<file path="src/rtl/calculation_sub.sv">
// Multi-cycle unsigned subtractor: resolves a-b and b-a CHUNK bits per cycle with ripple-borrow
// chains, then reports a-b, |a-b| and the borrow through a valid/ready handshake.
module calculation_sub #(
    parameter int W     = 32,
    parameter int CHUNK = 8
) (
    input  logic         sub_clk,
    input  logic         sub_rst,
    input  logic         in_valid,
    output logic         in_ready,
    input  logic [W-1:0] a,
    input  logic [W-1:0] b,
    output logic         out_valid,
    input  logic         out_ready,
    output logic [W-1:0] diff,
    output logic [W-1:0] abs_diff,
    output logic         borrow,
    output logic         busy
);

    localparam int N     = W / CHUNK;
    localparam int CNT_W = (N > 1) ? $clog2(N) : 1;

    generate
        if (W % CHUNK != 0) begin : g_width_check
            $error("calculation_sub: W must be a multiple of CHUNK");
        end
    endgenerate

    typedef enum logic [1:0] {IDLE, RUN, DONE} state_t;

    state_t             state;
    logic [CNT_W-1:0]   chunk_cnt;
    logic [W-1:0]       op_a;
    logic [W-1:0]       op_b;
    logic [W-1:0]       res_ab;
    logic [W-1:0]       res_ba;
    logic               bor_ab;
    logic               bor_ba;

    logic [CHUNK:0]     step_ab;
    logic [CHUNK:0]     step_ba;
    logic [W-1:0]       next_ab;
    logic [W-1:0]       next_ba;

    // One chunk of a ripple-borrow chain; returns {borrow_out, difference}.
    function automatic logic [CHUNK:0] sub_chunk(input logic [CHUNK-1:0] x,
                                                 input logic [CHUNK-1:0] y,
                                                 input logic             bin);
        logic [CHUNK-1:0] d;
        logic             bi;
        bi = bin;
        d  = '0;
        for (int i = 0; i < CHUNK; i++) begin
            d[i] = x[i] ^ y[i] ^ bi;
            bi   = (~x[i] & y[i]) | (~(x[i] ^ y[i]) & bi);
        end
        return {bi, d};
    endfunction

    // Operands shift right each RUN edge, so the active chunk always sits in the low bits;
    // results fill in from the top and are complete after N shifts.
    assign step_ab = sub_chunk(op_a[CHUNK-1:0], op_b[CHUNK-1:0], bor_ab);
    assign step_ba = sub_chunk(op_b[CHUNK-1:0], op_a[CHUNK-1:0], bor_ba);
    assign next_ab = (res_ab >> CHUNK) | (W'(step_ab[CHUNK-1:0]) << (W - CHUNK));
    assign next_ba = (res_ba >> CHUNK) | (W'(step_ba[CHUNK-1:0]) << (W - CHUNK));

    always_ff @(posedge sub_clk or posedge sub_rst) begin
        if (sub_rst) begin
            state     <= IDLE;
            in_ready  <= 1'b1;
            out_valid <= 1'b0;
            busy      <= 1'b0;
            diff      <= '0;
            abs_diff  <= '0;
            borrow    <= 1'b0;
            chunk_cnt <= '0;
            op_a      <= '0;
            op_b      <= '0;
            res_ab    <= '0;
            res_ba    <= '0;
            bor_ab    <= 1'b0;
            bor_ba    <= 1'b0;
        end else begin
            case (state)
                IDLE: begin
                    if (in_valid && in_ready) begin
                        op_a      <= a;
                        op_b      <= b;
                        res_ab    <= '0;
                        res_ba    <= '0;
                        bor_ab    <= 1'b0;
                        bor_ba    <= 1'b0;
                        chunk_cnt <= '0;
                        in_ready  <= 1'b0;
                        busy      <= 1'b1;
                        state     <= RUN;
                    end
                end
                RUN: begin
                    op_a      <= op_a >> CHUNK;
                    op_b      <= op_b >> CHUNK;
                    res_ab    <= next_ab;
                    res_ba    <= next_ba;
                    bor_ab    <= step_ab[CHUNK];
                    bor_ba    <= step_ba[CHUNK];
                    chunk_cnt <= chunk_cnt + CNT_W'(1);
                    // Final chunk: publish straight from the chain so latency stays at N edges.
                    if (chunk_cnt == CNT_W'(N - 1)) begin
                        diff      <= next_ab;
                        borrow    <= step_ab[CHUNK];
                        abs_diff  <= step_ab[CHUNK] ? next_ba : next_ab;
                        out_valid <= 1'b1;
                        state     <= DONE;
                    end
                end
                DONE: begin
                    if (out_ready) begin
                        out_valid <= 1'b0;
                        in_ready  <= 1'b1;
                        busy      <= 1'b0;
                        state     <= IDLE;
                    end
                end
                default: begin
                    out_valid <= 1'b0;
                    in_ready  <= 1'b1;
                    busy      <= 1'b0;
                    state     <= IDLE;
                end
            endcase
        end
    end

endmodule

</file>
<file path="config.mk">
export PLATFORM = sky130hd
export DESIGN_NAME = calculation_sub
export DESIGN_NICKNAME = d
export VERILOG_FILES = /design/src/rtl/calculation_sub.sv
export SDC_FILE = /design/constraint.sdc
export NUM_CORES = 1
export LEC_CHECK = 0
export CORE_ASPECT_RATIO = 0.5
export CORE_MARGIN = 3
export CORE_UTILIZATION = 35
export CTS_BUF_LIST = sky130_fd_sc_hd__clkbuf_16
export DETAILED_ROUTE_END_ITERATION = 7
export GPL_ROUTABILITY_DRIVEN = 0
export GPL_TIMING_DRIVEN = 0
export PLACE_DENSITY = 0.61
export SLEW_MARGIN = 20
export SYNTH_ARGS = -nofsm -noshare
export SYNTH_HDL_FRONTEND = slang
export SYNTH_SLANG_ARGS = --single-unit
</file>
<file path="constraint.sdc">
create_clock -name sub_clk -period 5.8 [get_ports sub_clk]
set_input_delay 0.58 -clock sub_clk [delete_from_list [all_inputs] [get_ports sub_clk]]
set_output_delay 0.58 -clock sub_clk [all_outputs]
set_load 0.1 [all_outputs]
</file>
==> flow_summary.yaml, run 1 <==
outcome:
  status: "finished clean"
flow_run:
  max_cap_violations: 0
finish:
  num-nets-final: 885
  area_growth_pct: 29.6
  multiInputGateArea_mm2: 0.00297
  final_common_cell: "dfrtp_1"
  num_antenna_cells: 0
  register_area_mm2: 0.00466
  drive_above_1_share_pct: 11.6
  mostFrequentLayoutCells: "dfrtp_1, clkdlybuf4s50_1, o21ai_0, mux2i_1, a22o_1"
  final_cells: 1113
  fin_util_pct: 46.9
  fill_cells: 2064
critical_path:
  critPathKind: "reg2reg"
  cp.arrival_ps: 5110
  cp.required_ps: 6100
  worst_setup_path_end_kind: "register"
  slowest_stage: "clkbuf_1"
  ff2ff_path_depth: 14
  cp_max_fo: 10
  critPathMostFrequentCell: "fa_1"
  path_cells: "inv_1 > fa_1 > fa_1 > fa_1 > fa_1 > fa_1 > fa_1 > fa_1 > inv_1 > fa_1 > buf_2 > clkbuf_1 > mux2i_1 > o21ai_0"
  cp-start-kind: "register"
  r2r-end: "abs_diff[1]"
  rr_startpoint: "op_a[0]"
  r2r_slack_ps: 990
  cpPeakStageDelay_ps: 480
detailed_routing:
  first_pass_iters: 6
  antenna_left: 0
  drt_wl_total_um: 21600
  drt_iter0_markers: 268
  wl_per_cell_um: 19.4
  drc_errors: 0
  viasPerCell: 5.09
  num_vias: 5668
die:
  io_pins: 136
  die_x_um: 220
  die_h_um: 113
  rows: 38
  coreArea_mm2: 0.0221
  initial_core_util_pct: 36.2
  die-area_mm2: 0.0248
clock_network:
  cts_buffer_depth: 2
  clkSinkCount: 186
  cts_resized: 0
  cts-buffers-inserted: 17
  clk_latency_ps: 440
  h-tree-depth: 4
  hold_buffers: 0
  cts_root_buf: "clkbuf_16"
  cts_setup_buffers: 0
  cts.reportedPaths.clkPinSlew_ps: 80
  cts_tree: "built"
global_route:
  grt_use_total_pct: 18.1
  antenna_found_initial: 1
  grt_pass1_wl_um: 34400
  grt_pass1_vias: 5980
  grt_max_degree: 101
  grt_overflow: 0
synth:
  yosysSeqAreaShare_pct: 58.3
  synth.distinct_cells: 29
  synth_seq_cells: 186
  syn_avg_cell_area_um2: 12.4
  synth_ff_type: "dfrtp_1"
  synth-edff-count: 0
  syn_area_mm2: 0.00799
  synth_warnings: 0
  synthesis.nets: 730
  netlist_instances: 645
  synth_async_sr_flop_share_pct: 100
timing:
  setup-tns-final_ps: 0
  grt_setup_unrepaired: "no"
  fmax_ghz: 0.208
  skew_ps: 17.2
  hold_viol: 0
  worstMarginPinSlew_ps: 1030
  slew_headroom_pct: 31.3
  fin_ws_ps: 986
  fin_crit_ps: 4810
  drv_slew: 0
  period_share_pct: 83.0
  setup_viol: 0
worst_hold_path:
  hold_start: "abs_diff[18]"
  worstHoldEndpoint: "abs_diff[18]"
  holdPathStages: 2
  hp-class: "reg2reg"
placement:
  placed_cells_incl_taps: 1081
  port_buffers: 135
  dp.final_hpwl_um: 15900
  pre_cts_ws_ps: 988
## area by class of cell
| type | instances | share of cell area [%] |
|---|---|---|
| Sequential cell | 186 | 45.0 |
| Timing Repair Buffer | 136 | 13.3 |
| Tap cell | 300 | 3.62 |
| Buffer | 52 | 2.90 |
| Inverter | 18 | 0.725 |
| Clock buffer | 17 | 4.11 |
| Clock inverter | 15 | 1.75 |
| Multi-Input combinational cell | 389 | 28.6 |
## worst max-delay path by stage
stage / from / to / slack [ps] / cells past startpoint
2_1_floorplan: sub_rst / abs_diff[0] / 160 / 1
3_3_place_gp: sub_rst / diff[11] / -2330 / 2
3_5_place_dp: op_a[0] / abs_diff[1] / 990 / 14
4_1_cts: op_a[0] / abs_diff[1] / 990 / 14
5_1_grt: op_a[0] / abs_diff[0] / 770 / 14
6_report: op_a[0] / abs_diff[1] / 990 / 14
## routing by layer
layer / vias up / share of wire [%] / global-route usage, %
met2: 141 / 48 / 29.5
met3: 20 / 4.1 / 4.13
met1: 2894 / 47 / 25.2
met5: - / 0.060 / 0
met4: 2 / 0.91 / 3.21
li1: 2611 / - / -
## through the flow
| step | hold WS, ps | area [µm²] |
|---|---|---|
| finish | 480 | 10400 |
| floorplan | 465 | 7990 |
| CTS | 489 | 10400 |
| global placement | 466 | 9720 |
| detailed placement | 472 | 9750 |
| global route | 517 | 10400 |
## critical path, delay by kind of cell (launching register included)
| family | cells | cell delay (ps) |
|---|---|---|
| compound gates | 1 | 100 |
| fa+ha+maj | 8 | 2940 |
| buf+inv | 4 | 930 |
| flops | 1 | 420 |
| mux | 1 | 260 |
## registers in the layout, indices dropped and copies added, names as in the netlist
| name | count |
|---|---|
| op_b | 32 |
| in_ready | 1 |
| state | 2 |
| abs_diff | 32 |
| out_valid | 1 |
| diff | 32 |
| bor_ab | 1 |
| busy | 1 |
| bor_ba | 1 |
| borrow | 1 |
| chunk_cnt | 2 |
| res_ab | 24 |
| res_ba | 24 |
| op_a | 32 |
## cells in the mapped netlist, drive strengths merged, types with 2 or more instances
cell type | number | area share, %
dfrtp | 185 | 58
o22a | 2 | 0.22
nor2 | 3 | 0.14
o2bb2ai | 8 | 0.88
o21ai | 140 | 8.8
mux2 | 28 | 3.9
mux2i | 75 | 9.4
nand2 | 45 | 2.1
a22o | 58 | 6.4
a21oi | 5 | 0.36
clkbuf | 23 | 1.1
inv | 18 | 0.85
fa | 16 | 4.0
buf | 29 | 2.7
## kinds of logic after synthesis
family | share of synthesized area, %
simple gates | 2.83
fa+ha+maj | 4.17
mux | 13.3
flops | 58.3
buf+inv | 4.60
compound gates | 16.8
Power of run 1 is not shown: default switching activity piles up to over one toggle a cycle in this logic, so the estimate is an artifact.
==> run 2, diff against run 1 <==
- PLACE_DENSITY: 0.61 -> 0.59
- clock period: 5.8 -> 4.5 ns (I/O delays scaled with it)
==> run 2 against run 1 <==
Effect of this change:
- final area is 1.8% higher
- sequential share of layout area is 0.77 points lower
- non-clock buffer count increased by 9
- die area did not move
- routed wire length rose by 0.97%
- core utilization up 0.82 points
- via count is 0.11% higher
- cell count grew 0.81%
- global-route usage increased by 0.30 points
- worst hold slack worse by 73 ps
- flip-flop and latch count is the same
- worst setup slack worse by 780 ps
- largest cell class unchanged
==> flow_summary.yaml, run 2 (synthesized netlist as in run 1, its figures left out) <==
timing:
  slew_headroom_pct: 31.7
  hold_viol: 0
  fin_crit_ps: 4290
  period_share_pct: 95.4
  fmax_ghz: 0.233
  setup_viol: 0
  setup-tns-final_ps: 0
  grt_setup_unrepaired: "no"
  fin_ws_ps: 207
  skew_ps: 11.5
  drv_slew: 0
  worstMarginPinSlew_ps: 1020
critical_path:
  rr_startpoint: "op_a[0]"
  ff2ff_path_depth: 14
  cp_max_fo: 10
  cp-start-kind: "register"
  cp.required_ps: 4790
  slowest_stage: "fa_1"
  critPathMostFrequentCell: "fa_1"
  r2r-end: "abs_diff[18]"
  path_cells: "inv_1 > fa_1 > fa_2 > fa_1 > fa_1 > fa_1 > fa_2 > fa_1 > inv_1 > fa_1 > buf_6 > buf_8 > mux2i_1 > o21ai_0"
  critPathKind: "reg2reg"
  r2r_slack_ps: 210
  cpPeakStageDelay_ps: 440
  cp.arrival_ps: 4580
  worst_setup_path_end_kind: "register"
die:
  rows: 38
  die_x_um: 220
  die-area_mm2: 0.0248
  coreArea_mm2: 0.0221
  die_h_um: 113
  io_pins: 136
  initial_core_util_pct: 36.2
clock_network:
  cts_buffer_depth: 2
  clkSinkCount: 186
  cts.reportedPaths.clkPinSlew_ps: 80
  cts_root_buf: "clkbuf_16"
  clk_latency_ps: 440
  cts-buffers-inserted: 17
  hold_buffers: 0
  h-tree-depth: 4
  cts_tree: "built"
detailed_routing:
  met1_length_um: 10300
  drt_iter0_markers: 248
  highest_layer: "met4"
  num_vias: 5674
  antenna_left: 0
  viasPerCell: 5.06
  wl_per_cell_um: 19.5
  first_pass_iters: 5
  drt_wl_total_um: 21800
  drc_errors: 0
  dr_wl_met2_um: 10400
  wl_met3_um: 988
worst_hold_path:
  hp-class: "in2async"
placement:
  dp.final_hpwl_um: 16300
  port_buffers: 135
  pre_cts_ws_ps: -324
global_route:
  antenna_found_initial: 0
  grt_pass1_vias: 5897
  grt_pass1_wl_um: 34800
  grt_overflow: 0
  grt_max_degree: 35
  grt_use_total_pct: 18.4
finish:
  final_common_cell: "dfrtp_1"
  num_antenna_cells: 0
  area_growth_pct: 31.9
  num-nets-final: 894
  drive_above_1_share_pct: 13.0
  mostFrequentLayoutCells: "dfrtp_1, clkdlybuf4s50_1, o21ai_0, mux2i_1, a22o_1"
outcome:
  status: "finished clean"
flow_run:
  max_cap_violations: 0
==> run 2: changes by cell type in the layout (fill, tap and decap cells not counted), moves of 2 or more <==
cell / change
buf_12: +5
buf_4: +4
buf_2: -3
clkinv_4: +2
fa_1: -2
fa_2: +2
==> run 2: critical path: cells and delay by family, from the launching register on <==
kind	cells	cell delay, ps
AOI/OAI and AO/OA	1	100
adders and majority gates	8	2880
buffers and inverters	4	520
DFF	1	430
muxes	1	210
==> run 2: metal layers <==
metal  GRT usage, %  up-vias
li1               -     2642
met1           25.9     2902
met2           29.4      117
met3           4.16       13
met4           3.73        0
met5              0        -
==> run 2: worst max path at each step <==
stage | start | end
6_report | op_a[0] | abs_diff[18]
5_1_grt | op_a[0] | abs_diff[6]
4_1_cts | op_a[0] | abs_diff[6]
2_1_floorplan | op_a[0] | abs_diff[1]
3_3_place_gp | op_a[0] | abs_diff[1]
3_5_place_dp | op_a[0] | abs_diff[1]
==> run 2: cell type report <==
cell class	instances	area [µm²]
timing repair buffer	145	1520
sequential	186	4660
clock inverter	15	179
clock buffer	17	425
tap	300	375
inverter	18	71.3
multi-input combinational	389	2970
buffer	52	342
fill	2044	11500
==> run 2: repair_timing <==
item	CTS	global route
resized for setup	8	7
setup buffers	0	4
setup endpoints to repair	27	27
pin swaps	0	0
gates cloned	0	0
==> run 2: per-stage QoR <==
step | hold WS, ps | util, % | std cells | instance area (µm²)
2_1_floorplan | 465 | - | 645 | 7990
3_3_place_gp | 465 | 44.1 | 1080 | 9720
3_5_place_dp | 473 | 44.7 | 1086 | 9850
4_1_cts | 411 | 47.5 | 1118 | 10500
5_1_grt | 447 | 47.8 | 1122 | 10500
6_report | 406 | 47.8 | 1122 | 10500
Power of run 2 is left out for the same reason.
==> RTL change, RTL diff (flow settings as in run 1) <==
Set the parameter `CHUNK` to 16 (it was 8).
--- a/src/rtl/calculation_sub.sv
+++ b/src/rtl/calculation_sub.sv
@@ -2,7 +2,7 @@
 // chains, then reports a-b, |a-b| and the borrow through a valid/ready handshake.
 module calculation_sub #(
     parameter int W     = 32,
-    parameter int CHUNK = 8
+    parameter int CHUNK = 16
 ) (
     input  logic         sub_clk,
     input  logic         sub_rst,
Function: changed (a bounded check fails within 4 cycles, from zero or initial values and one cycle with sub_rst high).
==> RTL change against run 1 <==
  * The flow now finishes with violations (negative setup slack)
  * Cell area shrank 1.6%
  * Global-route usage grew 1.4 points
  * Synthesized area shrank 5.7%
  * Count of clock-buffer cells in the layout is the same
  * Sequential cell count shrank 17
  * Worst setup slack lost 1.9 ns
  * Utilization grew 2.0 points
  * Die area shrank 5.5%
  * Non-clock buffer count grew 7
  * Routed wire length grew 0.47%
  * Largest cell class unchanged
  * Highest routed layer is now met4
Power is not shown: default switching activity piles up to over one toggle a cycle in this logic, so the estimate is an artifact.
==> RTL change: results (changes against run 1) <==
status=complete, but fails checks (was finished clean); failing checks=negative setup slack; count of multi-input gates=372 (was 389); Worst Setup SP=op_b[0] (was op_a[0]); # fillers=1867 (was 2064); largest net degree at the start of global routing=67 (was 101); buffering overhead=0.179 (was 0.162); CP peak stage delay=0.41 ns (was 0.48 ns); inverter count=35 (was 18); Crit Path Class=flop to flop (unchanged); Nets=890 (was 885); Final TNS setup=-30.50 ns (was 0 ns); I/O Buffers=135 (unchanged); Vias/cell=5.13 (was 5.09); Seq/total area=0.415 (was 0.450); final setup fails=43 (was 0); Post-DP HPWL=16.3 mm (was 15.9 mm); fraction of area in multi-input gates=0.299 (was 0.286); vias in the first global route=5790 (was 5980); clock root cell=clkbuf_16 (unchanged); FF+latch count, synth=169 (was 186); Worst-Margin Slew=1.02 ns (was 1.03 ns); clock network area share=0.0601 (was 0.0586); Initial DRC Count=304 (was 268); CP max FO=7 (was 10); Place WS=-1.18 ns (was 0.988 ns); initial antenna violation count=0 (was 1); CP top delay family=adder cells (unchanged); Yosys Warn Count=0 (unchanged); synth cell count leaders=dfrtp_1, o21ai_0, nand2_1, mux2i_1, a22o_1 (was dfrtp_1, o21ai_0, mux2i_1, a22o_1, nand2_1); GRT Total Usage=0.195 (was 0.181); Synthesized Nets=723 (was 730); Unique masters post-synth=26 (was 29); post-synthesis sequential area ratio=0.562 (was 0.583); Reg-to-Reg End=abs_diff[30] (was abs_diff[1]); clock latency on the worst-skew pair=0.44 ns (about the same); wire per inst=20.2 um (was 19.4 um); Post-CTS Resized=39 (was 0); post-CTS setup buffer count=8 (was 0); H-tree depth=4 (unchanged); Min-Delay Path Depth=2 (unchanged); Clock Skew=0.0145 ns (was 0.0172 ns); DR pass1 iterations=5 (was 6); CP max stage cell=dfrtp_1 (was clkbuf_1); hold endpoint=abs_diff[4] (was abs_diff[18]); hold_sp=abs_diff[4] (was abs_diff[18]); synth top area cells=dfrtp_1, fa_1, o21ai_0 (was dfrtp_1, mux2i_1, o21ai_0); fraction of layout cells with a size suffix above 1=0.174 (was 0.116); Arr. time, crit path=7.05 ns (was 5.11 ns); final worst slack=-0.898 ns (was 0.986 ns); first-pass GRT wire length=33.9 mm (was 34.4 mm); Hold Crit Class=flop to flop (unchanged); bufs w/o clock=195 (was 188); FF-to-FF path depth=23 (was 14)
[RTL change: through the flow]
stage	utilization	hold slack, ns	std cells	area [um2]
6_report	0.489	0.483	1076	10200
5_1_grt	0.489	0.513	1076	10200
4_1_cts	0.488	0.491	1074	10200
3_5_place_dp	0.451	0.473	1033	9390
3_3_place_gp	0.448	0.470	1031	9320
2_1_floorplan	-	0.455	623	7630
[RTL change: cell families after synthesis]
logic type / count (synthesis) / share of synthesized area
buffers and inverters: 82 / 0.0482
AO/OA/AOI/OAI: 198 / 0.166
adder cells (fa/ha/maj): 32 / 0.0851
AND/OR/NAND/NOR: 67 / 0.0357
flip-flops: 169 / 0.562
multiplexers: 75 / 0.103
[RTL change: metal layers]
| layer | up-vias | routed length, um | global-route usage |
|---|---|---|---|
| met2 | 123 | 9970 | 0.308 |
| li1 | 2525 | - | - |
| met3 | 11 | 902 | 0.0448 |
| met1 | 2866 | 10700 | 0.279 |
| met4 | 0 | 167 | 0.0396 |
| met5 | - | 0 | 0 |
